--- config.mk ---
export PLATFORM = sky130hd
export DESIGN_NAME = pipe_ctrl
export DESIGN_NICKNAME = d
export VERILOG_FILES = /design/src/rtl/wisc_pkg.sv /design/src/rtl/ctrl_decode.sv /design/src/rtl/pipe_ctrl.sv
export SDC_FILE = /design/constraint.sdc
export NUM_CORES = 1
export LEC_CHECK = 0
export ABC_AREA = 0
export CORE_MARGIN = 1
export CORE_UTILIZATION = 48
export DETAILED_ROUTE_END_ITERATION = 7
export GPL_ROUTABILITY_DRIVEN = 0
export HOLD_SLACK_MARGIN = 0.1
export PLACE_DENSITY = 0.82
export SYNTH_ARGS = -nofsm -noshare
export SYNTH_HDL_FRONTEND = slang
export SYNTH_SLANG_ARGS = --single-unit
--- constraint.sdc ---
create_clock -name clk -period 3.7 [get_ports clk]
set_clock_uncertainty 0.15 [all_clocks]
set_input_delay 0.555 -clock clk [delete_from_list [all_inputs] [get_ports clk]]
set_output_delay 0.555 -clock clk [all_outputs]
set_load 0.005 [all_outputs]
--- src/rtl/wisc_pkg.sv ---
// wisc_pkg: shared definitions for the WISC pipeline control slice.
//   - 4-bit opcode constants
//   - instruction class enum and opcode -> class helper
//   - ID-stage control bundle (ctrl_t) plus the narrower bundles
//     that are carried into EX/MEM and MEM/WB
//   - halt sequencer state encoding
package wisc_pkg;

    localparam logic [3:0] OP_ADD  = 4'h0;
    localparam logic [3:0] OP_SUB  = 4'h1;
    localparam logic [3:0] OP_XOR  = 4'h2;
    localparam logic [3:0] OP_RED  = 4'h3;
    localparam logic [3:0] OP_SLL  = 4'h4;
    localparam logic [3:0] OP_SRA  = 4'h5;
    localparam logic [3:0] OP_ROR  = 4'h6;
    localparam logic [3:0] OP_PADD = 4'h7;
    localparam logic [3:0] OP_LW   = 4'h8;
    localparam logic [3:0] OP_SW   = 4'h9;
    localparam logic [3:0] OP_LLB  = 4'hA;
    localparam logic [3:0] OP_LHB  = 4'hB;
    localparam logic [3:0] OP_B    = 4'hC;
    localparam logic [3:0] OP_BR   = 4'hD;
    localparam logic [3:0] OP_PCS  = 4'hE;
    localparam logic [3:0] OP_HLT  = 4'hF;

    typedef enum logic [2:0] {
        CLS_ALU,
        CLS_LW,
        CLS_SW,
        CLS_LHALF,
        CLS_B,
        CLS_BR,
        CLS_PCS,
        CLS_HLT
    } op_class_e;

    // Full control bundle as produced by the ID decoder.
    typedef struct packed {
        logic alusrc;
        logic regdst;
        logic memhalf;
        logic pcs;
        logic branch;
        logic branchreg;
        logic memread;
        logic memwrite;
        logic memtoreg;
        logic regwrite;
        logic halt;
        logic flagw;
    } ctrl_t;

    // Branch resolution happens in ID, so the branch bits are not carried on.
    typedef struct packed {
        logic alusrc;
        logic regdst;
        logic memhalf;
        logic pcs;
        logic memread;
        logic memwrite;
        logic memtoreg;
        logic regwrite;
        logic halt;
        logic flagw;
    } ex_ctrl_t;

    typedef struct packed {
        logic memread;
        logic memwrite;
        logic memtoreg;
        logic regwrite;
        logic halt;
    } mem_ctrl_t;

    typedef enum logic [1:0] {
        ST_RUN,
        ST_HALTING,
        ST_HALTED
    } halt_state_e;

    function automatic op_class_e op_class(input logic [3:0] opcode);
        op_class_e cls;
        cls = CLS_ALU;
        if (opcode[3]) begin
            case (opcode)
                OP_LW:          cls = CLS_LW;
                OP_SW:          cls = CLS_SW;
                OP_LLB, OP_LHB: cls = CLS_LHALF;
                OP_B:           cls = CLS_B;
                OP_BR:          cls = CLS_BR;
                OP_PCS:         cls = CLS_PCS;
                default:        cls = CLS_HLT;
            endcase
        end
        return cls;
    endfunction

    // Shifts/rotates read only src1; the other ALU ops read both sources.
    function automatic logic is_shift(input logic [3:0] opcode);
        return (opcode == OP_SLL) || (opcode == OP_SRA) || (opcode == OP_ROR);
    endfunction

endpackage

--- src/rtl/ctrl_decode.sv ---
// ctrl_decode: combinational opcode -> control bundle for the ID stage.
// Ports:
//   valid    in   IF/ID holds a real instruction (0 -> all-zero bundle)
//   opcode   in   4-bit ID opcode
//   dst      in   ID destination register (used for r0 suppression)
//   ctrl     out  decoded control bundle
//   use_src1 out  instruction reads src1
//   use_src2 out  instruction reads src2
module ctrl_decode
    import wisc_pkg::*;
#(
    parameter int RAW      = 4,
    parameter bit ZERO_REG = 1'b1
) (
    input  logic           valid,
    input  logic [3:0]     opcode,
    input  logic [RAW-1:0] dst,
    output ctrl_t          ctrl,
    output logic           use_src1,
    output logic           use_src2
);

    always_comb begin
        ctrl     = '0;
        use_src1 = 1'b0;
        use_src2 = 1'b0;
        if (valid) begin
            case (op_class(opcode))
                CLS_ALU: begin
                    ctrl.regdst   = 1'b1;
                    ctrl.alusrc   = 1'b1;
                    ctrl.regwrite = 1'b1;
                    ctrl.flagw    = 1'b1;
                    use_src1      = 1'b1;
                    use_src2      = ~is_shift(opcode);
                end
                CLS_LW: begin
                    ctrl.memread  = 1'b1;
                    ctrl.memtoreg = 1'b1;
                    ctrl.regwrite = 1'b1;
                    use_src1      = 1'b1;
                end
                CLS_SW: begin
                    ctrl.memwrite = 1'b1;
                    use_src1      = 1'b1;
                    use_src2      = 1'b1;
                end
                CLS_LHALF: begin
                    ctrl.memhalf  = 1'b1;
                    ctrl.regwrite = 1'b1;
                    use_src1      = 1'b1;
                end
                CLS_B: begin
                    ctrl.branch = 1'b1;
                end
                CLS_BR: begin
                    ctrl.branch    = 1'b1;
                    ctrl.branchreg = 1'b1;
                    use_src1       = 1'b1;
                end
                CLS_PCS: begin
                    ctrl.pcs      = 1'b1;
                    ctrl.regwrite = 1'b1;
                end
                default: begin
                    ctrl.halt = 1'b1;
                end
            endcase
            // A write to hardwired r0 is architecturally a no-op: dropping
            // regwrite here removes it from both hazard detection and WB.
            if (ZERO_REG && (dst == '0)) begin
                ctrl.regwrite = 1'b0;
            end
        end
    end

endmodule

--- src/rtl/pipe_ctrl.sv ---
// pipe_ctrl: pipelined control unit for the 16-bit WISC five-stage core.
// Decodes the ID opcode, carries the controls through ID/EX, EX/MEM and
// MEM/WB, detects load-use / branch-register / flag hazards, generates the
// IF/ID flush for taken branches, and drains the pipe on HLT.
// Ports:
//   clk, rst                      clock, synchronous active-high reset
//   id_valid, id_opcode           ID instruction valid and opcode
//   id_src1, id_src2, id_dst      ID register numbers
//   br_taken                      ID branch unit resolves taken
//   pc_stall, ifid_stall          hold PC / IF/ID
//   if_flush                      bubble into IF/ID on next edge
//   ex_alusrc, ex_regdst,
//   ex_memhalf, ex_pcs            EX-stage controls
//   mem_read, mem_write           MEM-stage controls
//   wb_regwrite, wb_memtoreg,
//   wb_dst                        WB-stage controls and destination
//   halted                        HLT reached WB (sticky until rst)
module pipe_ctrl
    import wisc_pkg::*;
#(
    parameter int RAW           = 4,
    parameter bit ZERO_REG      = 1'b1,
    parameter bit FWD_MEM_STORE = 1'b1
) (
    input  logic           clk,
    input  logic           rst,
    input  logic           id_valid,
    input  logic [3:0]     id_opcode,
    input  logic [RAW-1:0] id_src1,
    input  logic [RAW-1:0] id_src2,
    input  logic [RAW-1:0] id_dst,
    input  logic           br_taken,
    output logic           pc_stall,
    output logic           ifid_stall,
    output logic           if_flush,
    output logic           ex_alusrc,
    output logic           ex_regdst,
    output logic           ex_memhalf,
    output logic           ex_pcs,
    output logic           mem_read,
    output logic           mem_write,
    output logic           wb_regwrite,
    output logic           wb_memtoreg,
    output logic [RAW-1:0] wb_dst,
    output logic           halted
);

    ctrl_t          id_ctrl;
    logic           id_use1;
    logic           id_use2;

    ex_ctrl_t       ex_reg, ex_next;
    logic [RAW-1:0] ex_dst_reg, ex_dst_next;
    mem_ctrl_t      mem_reg;
    logic [RAW-1:0] mem_dst_reg;
    logic           wb_regwrite_reg;
    logic           wb_memtoreg_reg;
    logic [RAW-1:0] wb_dst_reg;

    halt_state_e    state_reg, state_next;

    logic ex_load, mem_load;
    logic lu_src1, lu_src2, store_fwd, load_use;
    logic is_br, is_b, br_stall, flag_stall;
    logic hazard, halting, stall, accept;

    ctrl_decode #(
        .RAW      (RAW),
        .ZERO_REG (ZERO_REG)
    ) u_decode (
        .valid    (id_valid),
        .opcode   (id_opcode),
        .dst      (id_dst),
        .ctrl     (id_ctrl),
        .use_src1 (id_use1),
        .use_src2 (id_use2)
    );

    // ---------------- hazard detection (combinational, ID) ----------------
    // regwrite is already cleared for r0 destinations, so it doubles as the
    // "dst != 0" qualifier.
    assign ex_load  = ex_reg.memread  & ex_reg.regwrite;
    assign mem_load = mem_reg.memread & mem_reg.regwrite;

    assign lu_src1  = ex_load & id_use1 & (ex_dst_reg == id_src1);
    assign lu_src2  = ex_load & id_use2 & (ex_dst_reg == id_src2);
    // Store data (src2) can be forwarded MEM->MEM from the load, so a store
    // depending on the load only through its data does not need to wait.
    assign store_fwd = FWD_MEM_STORE & id_ctrl.memwrite;
    assign load_use  = lu_src1 | (lu_src2 & ~store_fwd);

    assign is_br = id_ctrl.branchreg;
    assign is_b  = id_ctrl.branch & ~id_ctrl.branchreg;

    // BR resolves in ID, so its target register must already be settled:
    // any writer in EX, or a load still in MEM, holds it back.
    assign br_stall = is_br & (
                          (ex_reg.regwrite & (ex_dst_reg == id_src1)) |
                          (mem_load & (mem_dst_reg == id_src1)));
    assign flag_stall = is_b & ex_reg.flagw;

    assign hazard  = load_use | br_stall | flag_stall;
    assign halting = (state_reg != ST_RUN);
    assign stall   = hazard | halting;
    assign accept  = id_valid & ~stall;

    assign pc_stall   = stall;
    assign ifid_stall = stall;
    assign if_flush   = id_ctrl.branch & br_taken & ~stall;

    // ---------------- ID/EX next value (bubble unless accepted) ----------------
    always_comb begin
        ex_next     = '0;
        ex_dst_next = '0;
        if (accept) begin
            ex_next.alusrc   = id_ctrl.alusrc;
            ex_next.regdst   = id_ctrl.regdst;
            ex_next.memhalf  = id_ctrl.memhalf;
            ex_next.pcs      = id_ctrl.pcs;
            ex_next.memread  = id_ctrl.memread;
            ex_next.memwrite = id_ctrl.memwrite;
            ex_next.memtoreg = id_ctrl.memtoreg;
            ex_next.regwrite = id_ctrl.regwrite;
            ex_next.halt     = id_ctrl.halt;
            ex_next.flagw    = id_ctrl.flagw;
            ex_dst_next      = id_dst;
        end
    end

    // ---------------- halt sequencer ----------------
    always_comb begin
        state_next = state_reg;
        case (state_reg)
            ST_RUN:     if (accept && id_ctrl.halt) state_next = ST_HALTING;
            // The HLT marker sitting in MEM moves to WB on this edge.
            ST_HALTING: if (mem_reg.halt)           state_next = ST_HALTED;
            default:    state_next = ST_HALTED;
        endcase
    end

    // ---------------- stage registers ----------------
    always_ff @(posedge clk) begin
        if (rst) begin
            state_reg       <= ST_RUN;
            ex_reg          <= '0;
            ex_dst_reg      <= '0;
            mem_reg         <= '0;
            mem_dst_reg     <= '0;
            wb_regwrite_reg <= 1'b0;
            wb_memtoreg_reg <= 1'b0;
            wb_dst_reg      <= '0;
        end else begin
            state_reg        <= state_next;
            ex_reg           <= ex_next;
            ex_dst_reg       <= ex_dst_next;
            mem_reg.memread  <= ex_reg.memread;
            mem_reg.memwrite <= ex_reg.memwrite;
            mem_reg.memtoreg <= ex_reg.memtoreg;
            mem_reg.regwrite <= ex_reg.regwrite;
            mem_reg.halt     <= ex_reg.halt;
            mem_dst_reg      <= ex_dst_reg;
            wb_regwrite_reg  <= mem_reg.regwrite;
            wb_memtoreg_reg  <= mem_reg.memtoreg;
            wb_dst_reg       <= mem_dst_reg;
        end
    end

    assign ex_alusrc   = ex_reg.alusrc;
    assign ex_regdst   = ex_reg.regdst;
    assign ex_memhalf  = ex_reg.memhalf;
    assign ex_pcs      = ex_reg.pcs;
    assign mem_read    = mem_reg.memread;
    assign mem_write   = mem_reg.memwrite;
    assign wb_regwrite = wb_regwrite_reg;
    assign wb_memtoreg = wb_memtoreg_reg;
    assign wb_dst      = wb_dst_reg;
    assign halted      = (state_reg == ST_HALTED);

endmodule

==> reports/results.env <==
PWR_DENSITY_CELL_nW_PER_UM2=322
OVERALL_OVERFLOW_REMAINING_AFTER_GLOBAL_ROUTE=0
DIE_SPAN_IN_Y_UM=50.7
CLOCK_INSERTION_DELAY_WORST_SKEW_NS=0.31
FINALNETCOUNT=163
ROUTE.ANTENNA.REMAINING_NETS=0
SYNTH_ENABLE_FLOP_CELLS=0
TOTAL_POWER_W=0.000494
VIOLATION_COUNT_AFTER_THE_FIRST_DETAILED_ROUTE_ITERATION=16
DPL-INSTANCE-AREA_SQ_UM=1510
DETAIL_ROUTE.VIAS_PER_CELL=5.11
LAYOUT.CORE_UTILIZATION_PCT=69.3
FILLCELLCOUNT=194
TOP_LEVEL_PORTS=36
MAXIMUM_NUMBER_OF_PINS_ON_ONE_NET_BEFORE_GLOBAL_ROUTE_REPAIR=18
CTS.CLK_SLEW.WORST_PATHS_NS=0.13
ASYNCSETRESETFLOPFRACSYNTH_PCT=0
SETUP_VIOLATIONS=0
HPWLAFTERDP_UM=1700
SYN_NETS=125
SLOWEST_STAGE='clkdlybuf4s50_1'
FF2FF_SETUP_SLACK_NS=1.64
DESIGN_AREA_SQ_UM=1530
DRT-PASS1-ITER-COUNT=4
CHIPWIDTH_UM=50.7
POWER.IR.VDD_WORST_mV=0.291
INITIAL_CORE_UTIL_PCT=51.4
ROUTE.FINAL.WIRE_LENGTH_UM=2100
CTS-HOLD-FIX-BUFFERS=0
CP.REQUIRED_NS=2.99
DRT_DRC=0
CTS.REPAIR_TIMING.SETUP_BUFFER_COUNT=0
GATE_COUNT_AFTER_TECHNOLOGY_MAPPING=105
SETUP_TNS_NS=0
WORSTMARGINPINSLEW_NS=0.494
CTS_INSERTED_BUFFERS=3
IO_BUFFER_COUNT=35
SYN_TO_FINAL_GROWTH_PCT=34.9
FINALHOLDVIOLATIONS=0
CTS_RESIZED=0
PLACE_WS_NS=0.181
CLOCK-SINKS=27
VIA_COUNT_OF_THE_FIRST_GLOBAL_ROUTING_PASS=796
CRIT_ARRIVAL_NS=2.81
GRT_FIRST_PASS_WIRELENGTH_UM=3350
CTS_HTREE_LEVELS=1
ROW_COUNT=17
YS_SEQ_AREA_SHARE_PCT=47.6
TIMING.FINAL.CRIT_PERIOD_NS=3.51
YOSYS.AREA.TOP_TYPE='dfxtp_1'
WORST-SETUP-PATH-TYPE='input pin to output port'
ANTENNA_CELLS_INSERTED=0
RELSLEWSLACK_PCT=67.0
ROOT_BUFFER='clkbuf_4'
SYNTH_AREA_PER_CELL_SQ_UM=10.8
ROUTE.DETAILED.WL_PER_INST_UM=12.4
WORST_SETUP_PATH_END_KIND='output port'
DIE_OUTLINE_AREA_SQ_UM=2570
STATIC-LEAKAGE-POWER_nW=0.578
TIMING.CRITICAL_PATH.MODE_CELL='clkdlybuf4s50_1'
ROUTE.VIAS.TOTAL=868
ACHIEVABLE-FREQUENCY_MHz=285
POST_SYNTH_MAIN_AREA_CONTRIBUTORS='dfxtp_1 (48%), nor2b_1 (8.3%), xnor2_1 (5.4%), nor3b_2 (4.4%), xor2_1 (3.9%)'
POST-SYNTH-TOP-AREA-FRACTION_PCT=47.6
YOSYSUNIQUECELLTYPES=35
TIMING.CRITICAL_PATH.SLOWEST_CELL_DELAY_NS=0.51
SYNTH_SEQ_CELLS=27
HOLD_PATH.CLASS='flop to flop'
RSZ0062_AT_GRT='no'
WORSTPATHMAXFANOUT=6
WORSTSETUPSTARTPOINTTYPE='input pin'
GRT_ANTENNA_BEFORE_REPAIR=0
RESULT_OF_THE_RUN='finished clean'
PATH_CELLS='clkdlybuf4s50_1, xor2_1, nor4_4, a2bb2oi_1, nor3b_4, or3_1, clkdlybuf4s50_1'
SYN-CELL-AREA_SQ_UM=1140
BUFFERS_FROM_CLOCK_ROOT_TO_SINK_AT_MOST=2
GLOBAL_ROUTE.USAGE.TOTAL_PCT=17.8
CTS_TREE='built'
SYNTH.YOSYS.WARNINGS=0
CORE_FOOTPRINT_SQ_UM=2210
FINALWORSTSETUPSLACK_NS=0.186
FIN_CRIT_SH_PCT=95.0
CAP_VIOLATIONS=0
SYNTHFLOPTYPE='dfxtp_1'
TIMING.FINAL.MAX_SLEW_VIOLATIONS=0
DRIVE_ABOVE_1_SHARE_PCT=10.6
path summary, 6_finish.rpt:
kind	from	to	cells after the start
max reg2reg	state_reg[1]	ex_dst_reg[3]	5
min	ex_reg[4]	mem_write	1
max	id_src1[1]	ifid_stall	7
min reg2reg	ex_reg[4]	mem_write	1
layout by cell type (no fill, tap or decap), types with 3 or more instances in the layout:
master            n
a21oi_1           3
clkbuf_4          3
clkdlybuf4s50_1  35
dfxtp_1          27
nand2b_1          3
nand3_1           5
nor2_1            5
nor2b_1          15
nor3b_2           4
nor4_1            3
xnor2_1           7
xor2_1            5
where the power goes:
group           total, W  leakage, nW  switching, W  internal [W]
Sequential      0.000302        0.219    0.00000469      0.000297
Combinational  0.0000702        0.344     0.0000295     0.0000407
Clock           0.000121       0.0150     0.0000793     0.0000421
Total           0.000494        0.578      0.000114      0.000380
final cells by class:
class                           count  area [sq um]  area share [%]
Sequential cell                    27           541            35.3
Multi-Input combinational cell     72           558            36.4
Inverter                            2          7.51           0.490
Timing Repair Buffer               37           365            23.8
Clock buffer                        4          26.3            1.71
Tap cell                           28          35.0            2.29
synth_stat cells, types with 2 or more instances:
library cell / instances
dfxtp_1: 27
nor2b_1: 15
xnor2_1: 7
nand3_1: 5
nor2_1: 5
xor2_1: 5
nor3b_2: 4
a21oi_1: 3
nand2b_1: 3
nor4_1: 3
and3_1: 2
buf_4: 2
inv_1: 2
worst max-delay path: cells and delay by family:
kind / cells / cell delay (ns)
and+or+nand+nor: 3 / 0.96
buffers and inverters: 2 / 0.96
xor gates and xnor gates: 1 / 0.18
AOI/OAI and AO/OA: 1 / 0.16
metrics by stage:
| stage | hold WS [ns] | instances |
|---|---|---|
| 6_report | 0.301 | 170 |
| 4_1_cts | 0.307 | 170 |
| 3_5_place_dp | 0.275 | 166 |
| 2_1_floorplan | 0.264 | 105 |
| 5_1_grt | 0.321 | 170 |
| 3_3_place_gp | 0.270 | 166 |
per-layer routing:
| metal | up-vias | routed length (um) | global-route usage (%) |
|---|---|---|---|
| li1 | 439 | - | - |
| met1 | 404 | 924 | 21.2 |
| met2 | 23 | 1070 | 30.0 |
| met3 | 2 | 85 | 3.03 |
| met4 | 0 | 17 | 10.2 |
| met5 | - | 0 | 0 |
cell families (layout without fill, tap and decap cells):
logic type	Yosys count	count (layout)	share of synthesized area, %
xor gates and xnor gates	12	12	9.25
buffers and inverters	6	43	3.30
and+or+nand+nor	48	48	30.7
muxes	1	1	0.881
AOI/OAI and AO/OA	10	10	7.38
DFF	27	27	47.6
adders and majority gates	1	1	0.881
Note: power is estimated with default switching activity, not from simulation.
